### config.mk
export PLATFORM = sky130hd
export DESIGN_NAME = exec_alu_flat
export DESIGN_NICKNAME = d
export VERILOG_FILES = /design/src/rtl/alu_pkg.sv /design/src/rtl/exec_alu_if.sv /design/src/rtl/mul_iter.sv /design/src/rtl/exec_alu.sv /design/src/flat_wrapper.sv
export SDC_FILE = /design/constraint.sdc
export NUM_CORES = 1
export LEC_CHECK = 0
export CAP_MARGIN = 20
export CORE_MARGIN = 5
export CORE_UTILIZATION = 50
export DETAILED_ROUTE_END_ITERATION = 8
export DONT_BUFFER_PORTS = 1
export HOLD_SLACK_MARGIN = 0.12
export PLACE_DENSITY = 0.68
export RECOVER_POWER = 100
export SLEW_MARGIN = 25
export SYNTH_ARGS = -nofsm -noshare
export SYNTH_HDL_FRONTEND = slang
export SYNTH_SLANG_ARGS = --single-unit
### constraint.sdc
create_clock -name clk -period 4.7 [get_ports clk]
set_input_delay 0.235 -clock clk [delete_from_list [all_inputs] [get_ports clk]]
set_output_delay 0.235 -clock clk [all_outputs]
set_load 0.01 [all_outputs]
### src/rtl/alu_pkg.sv
// Shared ALU encodings: ALUControl operation codes (also used by the ALU decoder)
// and the state encoding of the iterative multiplier FSM.
package alu_pkg;

  localparam logic [3:0] ALU_ADD  = 4'b0000;
  localparam logic [3:0] ALU_SUB  = 4'b0001;
  localparam logic [3:0] ALU_AND  = 4'b0010;
  localparam logic [3:0] ALU_OR   = 4'b0011;
  localparam logic [3:0] ALU_SLL  = 4'b0100;
  localparam logic [3:0] ALU_SLT  = 4'b0101;
  localparam logic [3:0] ALU_MUL  = 4'b0110;
  localparam logic [3:0] ALU_SRL  = 4'b0111;
  localparam logic [3:0] ALU_SLTU = 4'b1000;
  localparam logic [3:0] ALU_SRA  = 4'b1111;

  localparam logic [1:0] ST_IDLE = 2'd0;
  localparam logic [1:0] ST_RUN  = 2'd1;
  localparam logic [1:0] ST_DONE = 2'd2;

endpackage

### src/rtl/exec_alu_if.sv
// Execute-stage ALU port bundle: decoder/hazard side drives master, the ALU is slave.
interface exec_alu_if #(
  parameter int WIDTH = 32
);
  logic             valid_i;
  logic             flush_i;
  logic [3:0]       ALUControl;
  logic [WIDTH-1:0] SrcA;
  logic [WIDTH-1:0] SrcB;
  logic [WIDTH-1:0] ALUResult;
  logic             Zero;
  logic             busy_o;
  logic             mul_done_o;

  modport master (
    output valid_i, flush_i, ALUControl, SrcA, SrcB,
    input  ALUResult, Zero, busy_o, mul_done_o
  );

  modport slave (
    input  valid_i, flush_i, ALUControl, SrcA, SrcB,
    output ALUResult, Zero, busy_o, mul_done_o
  );
endinterface

### src/rtl/mul_iter.sv
// Iterative shift-add multiplier (low WIDTH bits of the product) with IDLE/RUN/DONE FSM.
// Define EXEC_ALU_RADIX4_MUL_EN for radix-4 (2 multiplier bits per cycle); default is radix-2.
module mul_iter import alu_pkg::*; #(
  parameter int WIDTH = 32
) (
  input  logic             clk,
  input  logic             reset,
  input  logic             start,
  input  logic             flush,
  input  logic [WIDTH-1:0] a,
  input  logic [WIDTH-1:0] b,
  output logic             idle,
  output logic             run,
  output logic             done,
  output logic [WIDTH-1:0] product
);
`ifdef EXEC_ALU_RADIX4_MUL_EN
  localparam int N_ITER = WIDTH / 2;
  localparam int STEP   = 2;
`else
  localparam int N_ITER = WIDTH;
  localparam int STEP   = 1;
`endif
  localparam int              CNT_W    = $clog2(WIDTH);
  localparam logic [CNT_W-1:0] CNT_LOAD = CNT_W'(N_ITER - 1);

  logic [1:0]       state;
  logic [CNT_W-1:0] cnt;
  logic [WIDTH-1:0] acc;
  logic [WIDTH-1:0] mcand_p0;
  logic [WIDTH-1:0] mplier_p0;
  logic [WIDTH-1:0] pp;
`ifdef EXEC_ALU_RADIX4_MUL_EN
  logic [WIDTH-1:0] mcand3_p0;

  always_comb begin
    pp = '0;
    case (mplier_p0[1:0])
      2'd1:    pp = mcand_p0;
      2'd2:    pp = mcand_p0 << 1;
      2'd3:    pp = mcand3_p0;
      default: pp = '0;
    endcase
  end
`else
  assign pp = mplier_p0[0] ? mcand_p0 : '0;
`endif

  assign idle    = (state == ST_IDLE);
  assign run     = (state == ST_RUN);
  assign done    = (state == ST_DONE);
  assign product = acc;

  always_ff @(posedge clk or posedge reset) begin
    if (reset) begin
      state <= ST_IDLE;
      cnt   <= '0;
      acc   <= '0;
    end else begin
      case (state)
        ST_IDLE: begin
          if (start) begin
            state <= ST_RUN;
            cnt   <= CNT_LOAD;
            acc   <= '0;
          end
        end
        ST_RUN: begin
          if (flush) begin
            state <= ST_IDLE;
          end else begin
            acc <= acc + pp;
            if (cnt == '0) state <= ST_DONE;
            else           cnt   <= cnt - 1'b1;
          end
        end
        default: state <= ST_IDLE;
      endcase
    end
  end

  // Operand shift registers carry no reset; they are reloaded on every start.
  always_ff @(posedge clk) begin
    if (idle && start) begin
      mcand_p0  <= a;
      mplier_p0 <= b;
`ifdef EXEC_ALU_RADIX4_MUL_EN
      mcand3_p0 <= a + (a << 1);
`endif
    end else if (run) begin
      mcand_p0  <= mcand_p0 << STEP;
      mplier_p0 <= mplier_p0 >> STEP;
`ifdef EXEC_ALU_RADIX4_MUL_EN
      mcand3_p0 <= mcand3_p0 << STEP;
`endif
    end
  end

endmodule

### src/rtl/exec_alu.sv
// Execute-stage ALU: combinational single-cycle ops, result mux and MUL stall logic.
// MUL iterates in mul_iter; EXEC_ALU_RADIX4_MUL_EN selects its radix-4 variant.
module exec_alu import alu_pkg::*; #(
  parameter int WIDTH = 32
) (
  input  logic      clk,
  input  logic      reset,
  exec_alu_if.slave alu
);
  localparam int SH_W = $clog2(WIDTH);

  logic [SH_W-1:0]         shamt;
  logic signed [WIDTH-1:0] src_a_s;
  logic signed [WIDTH-1:0] src_b_s;
  logic                    slt_lt;
  logic                    sltu_lt;
  logic [WIDTH-1:0]        op_res;
  logic [WIDTH-1:0]        result;
  logic [WIDTH-1:0]        mul_prod;
  logic                    is_mul;
  logic                    mul_start;
  logic                    mul_idle;
  logic                    mul_run;
  logic                    mul_done;

  assign shamt   = alu.SrcB[SH_W-1:0];
  assign src_a_s = alu.SrcA;
  assign src_b_s = alu.SrcB;
  assign slt_lt  = src_a_s < src_b_s;
  assign sltu_lt = alu.SrcA < alu.SrcB;
  assign is_mul  = (alu.ALUControl == ALU_MUL);

  assign mul_start = alu.valid_i & is_mul & ~alu.flush_i & mul_idle;

  mul_iter #(.WIDTH(WIDTH)) u_mul_iter (
    .clk     (clk),
    .reset   (reset),
    .start   (mul_start),
    .flush   (alu.flush_i),
    .a       (alu.SrcA),
    .b       (alu.SrcB),
    .idle    (mul_idle),
    .run     (mul_run),
    .done    (mul_done),
    .product (mul_prod)
  );

  always_comb begin
    op_res = '0;
    case (alu.ALUControl)
      ALU_ADD:  op_res = alu.SrcA + alu.SrcB;
      ALU_SUB:  op_res = alu.SrcA - alu.SrcB;
      ALU_AND:  op_res = alu.SrcA & alu.SrcB;
      ALU_OR:   op_res = alu.SrcA | alu.SrcB;
      ALU_SLL:  op_res = alu.SrcA << shamt;
      ALU_SLT:  op_res = {{(WIDTH-1){1'b0}}, slt_lt};
      ALU_SRL:  op_res = alu.SrcA >> shamt;
      ALU_SLTU: op_res = {{(WIDTH-1){1'b0}}, sltu_lt};
      ALU_SRA:  op_res = src_a_s >>> shamt;
      default:  op_res = '0;
    endcase
  end

  // While a multiply is in flight the instruction in EX is the MUL itself,
  // so the FSM state, not ALUControl, selects the result.
  always_comb begin
    result = op_res;
    if (mul_run)      result = '0;
    else if (mul_done) result = mul_prod;
    else if (is_mul)   result = '0;
  end

  assign alu.ALUResult  = result;
  assign alu.Zero       = (result == '0);
  assign alu.busy_o     = ~reset & ~alu.flush_i & ((mul_idle & alu.valid_i & is_mul) | mul_run);
  assign alu.mul_done_o = mul_done & ~alu.flush_i;

endmodule

### src/flat_wrapper.sv
// flat-port wrapper written by rule: the top's interface ports become plain ports
module exec_alu_flat import alu_pkg::*;
#(
  parameter int WIDTH = 32
)
  (clk, reset, alu_valid_i, alu_flush_i, alu_ALUControl, alu_SrcA, alu_SrcB, alu_ALUResult, alu_Zero, alu_busy_o, alu_mul_done_o);
  exec_alu_if #(.WIDTH(WIDTH)) alu_i ();
  input  logic clk;
  input  logic reset;
  input wire logic [$bits(alu_i.valid_i)-1:0] alu_valid_i;
  input wire logic [$bits(alu_i.flush_i)-1:0] alu_flush_i;
  input wire logic [$bits(alu_i.ALUControl)-1:0] alu_ALUControl;
  input wire logic [$bits(alu_i.SrcA)-1:0] alu_SrcA;
  input wire logic [$bits(alu_i.SrcB)-1:0] alu_SrcB;
  output wire logic [$bits(alu_i.ALUResult)-1:0] alu_ALUResult;
  output wire logic [$bits(alu_i.Zero)-1:0] alu_Zero;
  output wire logic [$bits(alu_i.busy_o)-1:0] alu_busy_o;
  output wire logic [$bits(alu_i.mul_done_o)-1:0] alu_mul_done_o;
  assign alu_i.valid_i = alu_valid_i;
  assign alu_i.flush_i = alu_flush_i;
  assign alu_i.ALUControl = alu_ALUControl;
  assign alu_i.SrcA = alu_SrcA;
  assign alu_i.SrcB = alu_SrcB;
  assign alu_ALUResult = alu_i.ALUResult;
  assign alu_Zero = alu_i.Zero;
  assign alu_busy_o = alu_i.busy_o;
  assign alu_mul_done_o = alu_i.mul_done_o;
  exec_alu #(.WIDTH(WIDTH)) u_core (.clk(clk), .reset(reset), .alu(alu_i));
endmodule
* After elaboration in Yosys (flattened, before gate mapping)
Cells that the tools add are included.
W data, S select, Z words.
** Storage, ports and cells
- Bits in registers :: 103
- Input bits :: 72
- Output and inout port bits :: 35
- Word-level logic and storage cells :: 72
** Cells by class
- Add/sub/neg operators :: 4
- $lt $le $gt $ge :: 2
- Equal/unequal tests :: 15
- Shift operators :: 3
- Muxes and demuxes :: 20
- Bitwise gates (word level) :: 13
- Reduce and logical (&&, ||, !) cells :: 10
** Operators by type and width (count)
- $mux W32 :: 10
- $pmux W32 S9 :: 1
- $add A32 B32 Y32 :: 2
- $lt A32 B32 Y1 :: 2
- $pmux W32 S2 :: 1
- $and A32 B32 Y32 :: 1
- $logic_not A32 Y1 :: 1
- $or A32 B32 Y32 :: 1
- $shl A32 B5 Y32 :: 1
- $shr A32 B5 Y32 :: 1
- $sshr A32 B5 Y32 :: 1
- $sub A32 B32 Y32 :: 1
- $eq A4 B3 Y1 const B :: 4
- $mux W5 :: 3
- $pmux W5 S2 :: 1
- $and A1 B1 Y1 :: 8
- $eq A4 B2 Y1 const B :: 2
- $eq A4 B4 Y1 const B :: 2
- $mux W2 :: 3
- $ne A2 B2 Y1 const B :: 3
- $logic_not A5 Y1 :: 1
- $sub A5 B1 Y5 const B :: 1
- $eq A4 B1 Y1 const B :: 1
- $logic_not A4 Y1 :: 1
- other kinds (12) :: 14

* Logic depth before layout (Yosys ltp)
Gate-level depths: netlist of the first run.
- Depth after elaboration :: 6
- Mapped depth :: 18
- Depth with buffers taken out :: 16

* Modules after synthesis
Synthesis of the first run repeated with hierarchy kept, for this count alone.
** Unflattened totals
- Cell total of the unflattened synthesis :: 2156
- Area total of the unflattened synthesis :: 16169.3 µm²
** By module, submodules not included
- exec_alu :: times used 1, cells each 1499, area each 10228.6 µm², seq. area each 0.0 µm²
- mul_iter :: times used 1, cells each 657, area each 5940.7 µm², seq. area each 2897.8 µm²

* Worst setup path after synthesis of the first run
No wires, ideal clock.
- Path kind :: input port to output port
- Start :: input alu_SrcB[2]
- End :: output alu_Zero
- Arrival time :: 4535 ps
- Data required time :: 4465 ps
- Path slack :: -70 ps
- Stages :: 18
- Buffers on the path :: 4
- Cells stage by stage :: clkbuf_1 -> inv_1 -> buf_1 -> clkbuf_1 -> ha_1 -> clkbuf_1 -> a211oi_1 -> o21ai_0 -> and4b_1 -> or2_2 -> o41ai_1 -> mux2i_1 -> a31oi_1 -> a2111oi_0 -> nand4_1 -> nor4_2 -> nand4b_1 -> nor4_2
** Between the ends
- Longest elaborated chain between the ends :: 6
- Elaborated cells on any way between the ends :: 14
- Classes of those cells :: 2 x add/sub; 2 x order compare; 3 x shift; 4 x mux; 2 x bitwise; 1 x reduce/logical
** RTL lines
- start: declaration :: RTL line flat_wrapper.sv:14 : input wire logic [$bits(alu_i.SrcB)-1:0] alu_SrcB;
- $sub A32 B32 Y32 (tied with other cells) :: RTL line exec_alu.sv:52 : ALU_SUB: op_res = alu.SrcA - alu.SrcB;
- $pmux W32 S9 (*) :: RTL line exec_alu.sv:50 : case (alu.ALUControl)
- $mux W32 (*) :: RTL line exec_alu.sv:70 : else if (is_mul) result = '0;
- $mux W32 (*) :: RTL line exec_alu.sv:69 : else if (mul_done) result = mul_prod;
- $mux W32 (*) :: RTL line exec_alu.sv:68 : if (mul_run) result = '0;
- net alu_ALUResult[16] :: RTL line flat_wrapper.sv:15 : output wire logic [$bits(alu_i.ALUResult)-1:0] alu_ALUResult;
- $logic_not A32 Y1 (*) :: RTL line exec_alu.sv:74 : assign alu.Zero = (result == '0);
- end: declaration :: RTL line flat_wrapper.sv:16 : output wire logic [$bits(alu_i.Zero)-1:0] alu_Zero;
The timed path passes the listed nets; every way through them passes the cells marked *.

* Final worst setup path of the first run
- Start :: input alu_SrcA[16]
- End :: output alu_Zero
** Between the ends
- Longest elaborated chain between the ends :: 6
- Elaborated cells on any way between the ends :: 14
- Classes of those cells :: 2 x add/sub; 2 x order compare; 3 x shift; 4 x mux; 2 x bitwise; 1 x reduce/logical
** RTL lines
- start: declaration :: RTL line flat_wrapper.sv:13 : input wire logic [$bits(alu_i.SrcA)-1:0] alu_SrcA;
- $sub A32 B32 Y32 (tied with other cells) :: RTL line exec_alu.sv:52
- $pmux W32 S9 (*) :: RTL line exec_alu.sv:50
- $mux W32 (*) :: RTL line exec_alu.sv:70
- $mux W32 (*) :: RTL line exec_alu.sv:69
- $mux W32 (*) :: RTL line exec_alu.sv:68
- $logic_not A32 Y1 (*) :: RTL line exec_alu.sv:74
Mark *: on every way between the ends. The rest lies on a longest branch, timed or not.

==> results of run 1 <==
==> report_power, final <==
part / switching (mW) / internal (mW) / total (mW)
sequential: 0.117 / 1.04 / 1.16
clock: 0.412 / 0.389 / 0.800
combinational: 0.903 / 0.573 / 1.48
total: 1.43 / 2.00 / 3.43
==> logic make-up (layout without fill, tap and decap cells) <==
family	after synthesis	after routing
other	0	2
AOI/OAI and AO/OA	684	684
buffers and inverters	233	202
muxes	115	115
DFF	103	103
xor gates and xnor gates	44	44
adders and majority gates	133	133
and+or+nand+nor	645	645
==> synthesized netlist by cell type (all sizes together), types with 18 or more instances <==
cell type / count
a211oi: 25
a21o: 29
a21oi: 149
a22oi: 20
a31oi: 28
and2: 42
buf: 32
clkbuf: 94
dfrtp: 39
edfxtp: 64
ha: 130
inv: 106
mux2: 37
mux2i: 36
mux4: 42
nand2: 222
nand2b: 24
nand3: 39
nand4: 27
nor2: 149
nor3: 53
o211ai: 30
o21ai: 208
o22ai: 22
o31ai: 18
xnor2: 29
==> per-stage QoR <==
stage	worst slack, ns	hold slack (ns)
finish	0.107	0.138
global route	0.0106	0.143
floorplan	0.0552	0.440
CTS	0.104	0.124
detailed placement	0.321	0.283
global placement	0.363	0.280
==> worst max path at each step <==
stage / slack [ns] / start / endpoint
2_1_floorplan: 0.06 / alu_SrcB[1] / alu_Zero
3_3_place_gp: 0.36 / alu_SrcB[0] / alu_Zero
3_5_place_dp: 0.32 / alu_SrcB[0] / alu_Zero
4_1_cts: 0.10 / alu_SrcA[16] / alu_Zero
5_1_grt: 0.01 / alu_SrcB[0] / alu_Zero
6_report: 0.11 / alu_SrcA[16] / alu_Zero
==> repair_timing <==
item	in CTS	in global routing
hold buffers	7	0
hold endpoints to repair	45	0
setup endpoints to repair	0	1
gates resized for setup	0	3
==> worst reg2reg max path: stages (launching register included) <==
cell       delay, ns
edfxtp_1        0.39
clkbuf_2        0.34
and2_0          0.26
ha_1            0.32
a21o_1          0.20
a211oi_1        0.25
o31ai_1         0.16
a221oi_1        0.32
buf_4           0.21
o31ai_1         0.08
a21oi_1         0.38
o31ai_1         0.19
a31o_2          0.31
a2111oi_0       0.41
a41oi_1         0.09
o21ai_1         0.13
==> cell type report <==
| class | count | area (um^2) |
|---|---|---|
| fillers | 2864 | 13800 |
| multi-input cells | 1621 | 11300 |
| flip-flops and latches | 103 | 2900 |
| repair buffers | 79 | 543 |
| well taps | 390 | 488 |
| inverters | 107 | 402 |
| clock buffers | 10 | 239 |
| clock inverters | 6 | 62.6 |
| diodes | 2 | 5.00 |
==> state kept, by name, indices dropped and copies added, names as in the netlist <==
name and count:
u_core.u_mul_iter.mplier_p0 32, u_core.u_mul_iter.cnt 5, u_core.u_mul_iter.product 32, u_core.u_mul_iter.state 2, u_core.u_mul_iter.mcand_p0 32
==> metal layers <==
layer  wire length [um]  vias up  GRT usage
met3               7720      171     0.0995
met5                  0        -          0
met4               2780        0      0.132
met2              27600     1055      0.551
li1                   -     7248          -
met1              27300     7779      0.525
==> results.py, run 1 <==
metrics = {
    "logic_synthesis": {
        "synth_top_family_by_area": "compound AO/OA/AOI/OAI gates",
        "syn_inst": 1957,
        "synthMuxAreaShare": 0.115,
        "synth_compound_area_frac": 0.291,
        "synth_warnings": 0,
        "ys_seq_area_frac": 0.192,
        "ys_ff_latch": 103,
        "synth-simple-area-share": 0.204,
        "avgSynthCellArea_um2": 7.73,
        "synth_nets": 2162,
        "syn_area_um2": 15100,
        "yosys.area.top_type_share": 0.127,
        "synth.distinct_cells": 93,
        "yosys_most_used_dff": "edfxtp_1",
        "async_reset_ff_frac": 0.379,
        "yosys-top-cells-area": "edfxtp_1 13%, ha_1 11%, o21ai_0 6.7%, dfrtp_1 6.5%, mux4_2 6.0%",
        "synth_xor_xnor_area_share": 0.0255,
        "synth.largest_area_cell": "edfxtp_1",
        "synth_adder_area_share": 0.111,
        "synth-edff-count": 64,
    },
    "placement": {
        "hpwl_mm": 51.0,
        "port_buffers": 0,
        "dp.cells": 2293,
        "place_congestion": 1.08,
        "place_area_um2": 15700,
    },
    "worst_setup_path": {
        "cp.depth": 15,
        "cp_common_cell": "buf_4",
        "reg2reg_to": "u_core.u_mul_iter.product[31]",
        "slowest_stage": "dlygate4sd3_1",
        "worstSetupPathType": "input pin to output pin",
        "r2r-start": "u_core.u_mul_iter.mplier_p0[0]",
        "slowest_delay_ns": 0.63,
        "cp_cell_sequence": "dlygate4sd3_1 > inv_1 > ha_1 > or3_1 > nand2b_1 > o2111ai_2 > buf_4 > nand3_1 > o2bb2ai_1 > a2111oi_0 > a211oi_1 > nor4_1 > nand4b_1 > nor4_2 > buf_4",
        "cp_data_arrival_time_ns": 4.36,
        "path_delay_family": "simple AND/OR/NAND/NOR gates",
        "worstPathMaxFanout": 11,
        "startpoint_type": "input pin",
        "r2r_slack_ns": 0.56,
        "required_ns": 4.47,
        "cp-end-kind": "output pin",
        "worst-path-buf-inv": 4,
        "r2r_cells": 15,
    },
    "routing": {
        "ant_nets": 0,
        "finalWirelength_mm": 65.3,
        "route.vias.total": 16300,
        "route.detailed.drc": 0,
        "viasPerCell": 7.01,
        "first_iter_violations": 2187,
        "drt_pre_antenna_iters": 7,
        "post_drt_wl_per_cell_um": 28.2,
    },
    "sta": {
        "period_share": 0.977,
        "max_freq_mhz": 218,
        "slew-limit-headroom": -0.489,
        "tightestPinTransition_ns": 2.23,
        "layout_min_cycle_time_ns": 4.59,
        "setup_violations": 0,
        "rsz0062_at_grt": "no",
        "fin_skew_ns": 0.0129,
        "fin_tns_setup_ns": 0,
        "final_max_slew_viol_count": 84,
        "final_hold_viol_count": 0,
    },
    "cells_and_area": {
        "final_cell_mix": "220 x nand2_1, 202 x o21ai_0, 149 x nor2_1, 149 x a21oi_1, 130 x ha_1",
        "final_util": 0.536,
        "final_cells": 2318,
        "layout_commonest_cell": "nand2_1",
        "syn2layout_area_growth_pct": 5.66,
        "drive_gt1_frac": 0.0909,
        "nets": 2126,
        "fin_area_um2": 16000,
    },
    "die": {
        "row_count": 63,
        "die_y_um": 184,
        "initial_core_util": 0.508,
        "dieArea_um2": 33800,
        "ioPinCount": 107,
        "die-width_um": 184,
        "core_area_um2": 29800,
    },
    "min_path": {
        "hold_class": "input pin to register",
        "min_to": "u_core.u_mul_iter.mcand_p0[22]",
        "hold_depth": 2,
        "hold_start": "alu_SrcA[22]",
    },
    "global_routing": {
        "grt_pass1_vias": 15000,
        "grt_overflow_total": 0,
        "grt_start_max_net_pins": 78,
        "grt_antenna_before_repair": 2,
        "grt_pass1_wl_mm": 96.3,
        "grt_use_total": 0.373,
    },
    "cts": {
        "cts_made_buffers": 9,
        "clockRootBuffer": "clkbuf_16",
        "cts_tree": "done",
        "postCtsSetupBuffers": 0,
        "path_clk_slew_ns": 0.07,
        "clk_latency_ns": 0.39,
        "htreeDepth": 3,
        "cts_sinks": 103,
        "cts_buffer_depth": 2,
    },
    "power": {
        "total_power_mw": 3.43,
        "power_density_nw_per_um2": 215,
        "ir_drop_v": 0.000175,
        "cellLeakagePower_nw": 6.52,
    },
    "run_status": {
        "outcome": "finished with violations",
        "violations": "capacitance limit, slew limit",
    },
    "job": {
        "cap_violations": 2,
    },
}
(Power assumes the default switching activity.)
==> run 2, diff against run 1 <==
Settings changed: CORE_MARGIN 5 to 2, CORE_UTILIZATION 50 to 40, PLACE_DENSITY 0.68 to unset.
==> run 2 against run 1 <==
The run still ends with capacitance limit, slew limit left. Sequential share of layout area is 0.22 points lower. Clock skew is 0.0086 ns higher. Via count shrank 0.35%. Worst setup slack better by 0.13 ns. Fmax increased by 3.0%. Cell count grew 5.5%. Hold slack got worse by 0.0025 ns. Sequential cell count stayed put. Die area increased by 16%.
==> results.py, run 2 (synthesized netlist as in run 1, its figures left out) <==
metrics = {
    "run_status": {
        "outcome": "finished with violations",
        "violations": "capacitance limit, slew limit",
    },
    "routing": {
        "first_iter_violations": 1819,
        "drt_pre_antenna_iters": 9,
        "viasPerCell": 6.62,
        "ant_nets": 0,
        "finalWirelength_mm": 69.0,
        "route.vias.total": 16200,
        "route.detailed.drc": 0,
        "post_drt_wl_per_cell_um": 28.2,
    },
    "cells_and_area": {
        "final_cell_mix": "220 x nand2_1, 205 x o21ai_0, 149 x nor2_1, 149 x a21oi_1, 130 x ha_1",
        "nets": 2135,
        "syn2layout_area_growth_pct": 6.96,
        "final_util": 0.432,
        "n_fill_cell": 3829,
        "fin_area_um2": 16200,
        "final_cells": 2446,
        "layout_commonest_cell": "nand2_1",
        "diodes": 0,
        "drive_gt1_frac": 0.0935,
    },
    "global_routing": {
        "grt_start_max_net_pins": 148,
        "grt_use_total": 0.346,
        "grt_pass1_wl_mm": 101,
        "grt_pass1_vias": 15100,
        "grt_antenna_before_repair": 2,
        "grt_overflow_total": 0,
    },
    "cts": {
        "clk_latency_ns": 0.40,
        "cts_tree": "done",
        "cts_made_buffers": 9,
        "cts_buffer_depth": 2,
        "clockRootBuffer": "clkbuf_16",
        "path_clk_slew_ns": 0.08,
        "cts_sinks": 103,
        "htreeDepth": 3,
    },
    "die": {
        "die-width_um": 198,
        "row_count": 71,
        "core_area_um2": 37500,
        "dieArea_um2": 39400,
        "ioPinCount": 107,
        "die_y_um": 198,
        "initial_core_util": 0.404,
    },
    "worst_setup_path": {
        "required_ns": 4.47,
        "r2r_slack_ns": 0.39,
        "startpoint_type": "input pin",
        "cp-end-kind": "output pin",
        "cp_data_arrival_time_ns": 4.23,
        "worstPathMaxFanout": 55,
        "worstSetupPathType": "input pin to output pin",
    },
    "sta": {
        "final_hold_viol_count": 0,
        "layout_min_cycle_time_ns": 4.46,
        "period_share": 0.949,
        "whs_ns": 0.136,
        "tightestPinTransition_ns": 2.42,
        "setup_violations": 0,
        "rsz0062_at_grt": "no",
        "fin_skew_ns": 0.0215,
        "fin_tns_setup_ns": 0,
        "max_freq_mhz": 224,
        "slew-limit-headroom": -0.611,
        "final_max_slew_viol_count": 232,
        "fin_ws_ns": 0.240,
    },
    "placement": {
        "place_congestion": 1.02,
        "hpwl_mm": 53.7,
        "place_area_um2": 15900,
        "port_buffers": 0,
        "place_worst_setup_slack_ns": 0.252,
        "dp.cells": 2424,
    },
    "min_path": {
        "hold_class": "input pin to register",
    },
    "power": {
        "total_power_mw": 3.50,
        "ir_drop_v": 0.000152,
        "cellLeakagePower_nw": 6.55,
        "power_density_nw_per_um2": 216,
    },
    "job": {
        "cap_violations": 3,
    },
}
[run 2: cell count changes in the layout (fill, tap and decap cells not counted), moves of 2 or more]
| cell | before | now |
|---|---|---|
| clkbuf_2 | 2 | 0 |
| clkbuf_1 | 20 | 23 |
| o21ai_0 | 202 | 205 |
| buf_4 | 49 | 58 |
| inv_6 | 2 | 0 |
| clkinvlp_4 | 0 | 2 |
| o21ai_1 | 6 | 3 |
| diode_2 | 2 | 0 |
[run 2: what timing repair did]
| item | in CTS | in global routing |
|---|---|---|
| buffers inserted | 0 | 0 |
| setup endpoints to repair | 0 | 1 |
| resized for setup | 0 | 3 |
| hold buffers | 6 | 0 |
| hold endpoints to repair | 44 | 0 |
[run 2: final cells by class]
class	count	area, um^2	area share
clock buffer	9	225	0.0139
clock inverter	7	81.3	0.00503
tap	511	639	0.0395
timing repair buffer	88	587	0.0363
sequential	103	2900	0.179
inverter	107	402	0.0248
multi-input combinational	1621	11300	0.701
[run 2: final timing paths]
check / cells past startpoint / start / endpoint
max: 15 / alu_SrcB[1] / alu_Zero
min: 2 / alu_SrcA[14] / u_core.u_mul_iter.mcand_p0[14]
max reg2reg: 14 / u_core.u_mul_iter.mcand_p0[1] / u_core.u_mul_iter.product[31]
min reg2reg: 2 / u_core.u_mul_iter.cnt[4] / u_core.u_mul_iter.cnt[4]
max in group asynchronous: 3 / reset / u_core.u_mul_iter.product[0]
min in group asynchronous: 3 / reset / u_core.u_mul_iter.product[27]
[run 2: worst max-delay path, cell delays in order]
cell and delay, ns:
inv_1 0.25, buf_4 0.47, clkbuf_1 0.42, mux2i_1 0.41, o21ai_0 0.22, nand4_1 0.17, a31oi_1 0.16, a211o_1 0.33
nor4_1 0.24, nor4b_2 0.40, nand4_1 0.25, nor4_2 0.19, nand4b_1 0.14, nor4_2 0.14, buf_4 0.16
[run 2: where the power goes]
part           total, mW  leakage (nW)  switching [mW]  internal (mW)
Clock              0.833         0.145           0.412          0.421
Sequential          1.15          1.09           0.113           1.04
Combinational       1.51          5.31           0.929          0.582
[run 2: per-layer routing]
layer,routed length [um],global-route usage,share of wire,vias to the layer above
met1,30300,0.486,0.44,7901
met2,29300,0.515,0.42,856
met3,6180,0.0641,0.090,156
li1,-,-,-,7283
met4,3160,0.150,0.046,0
met5,0,0,0,-
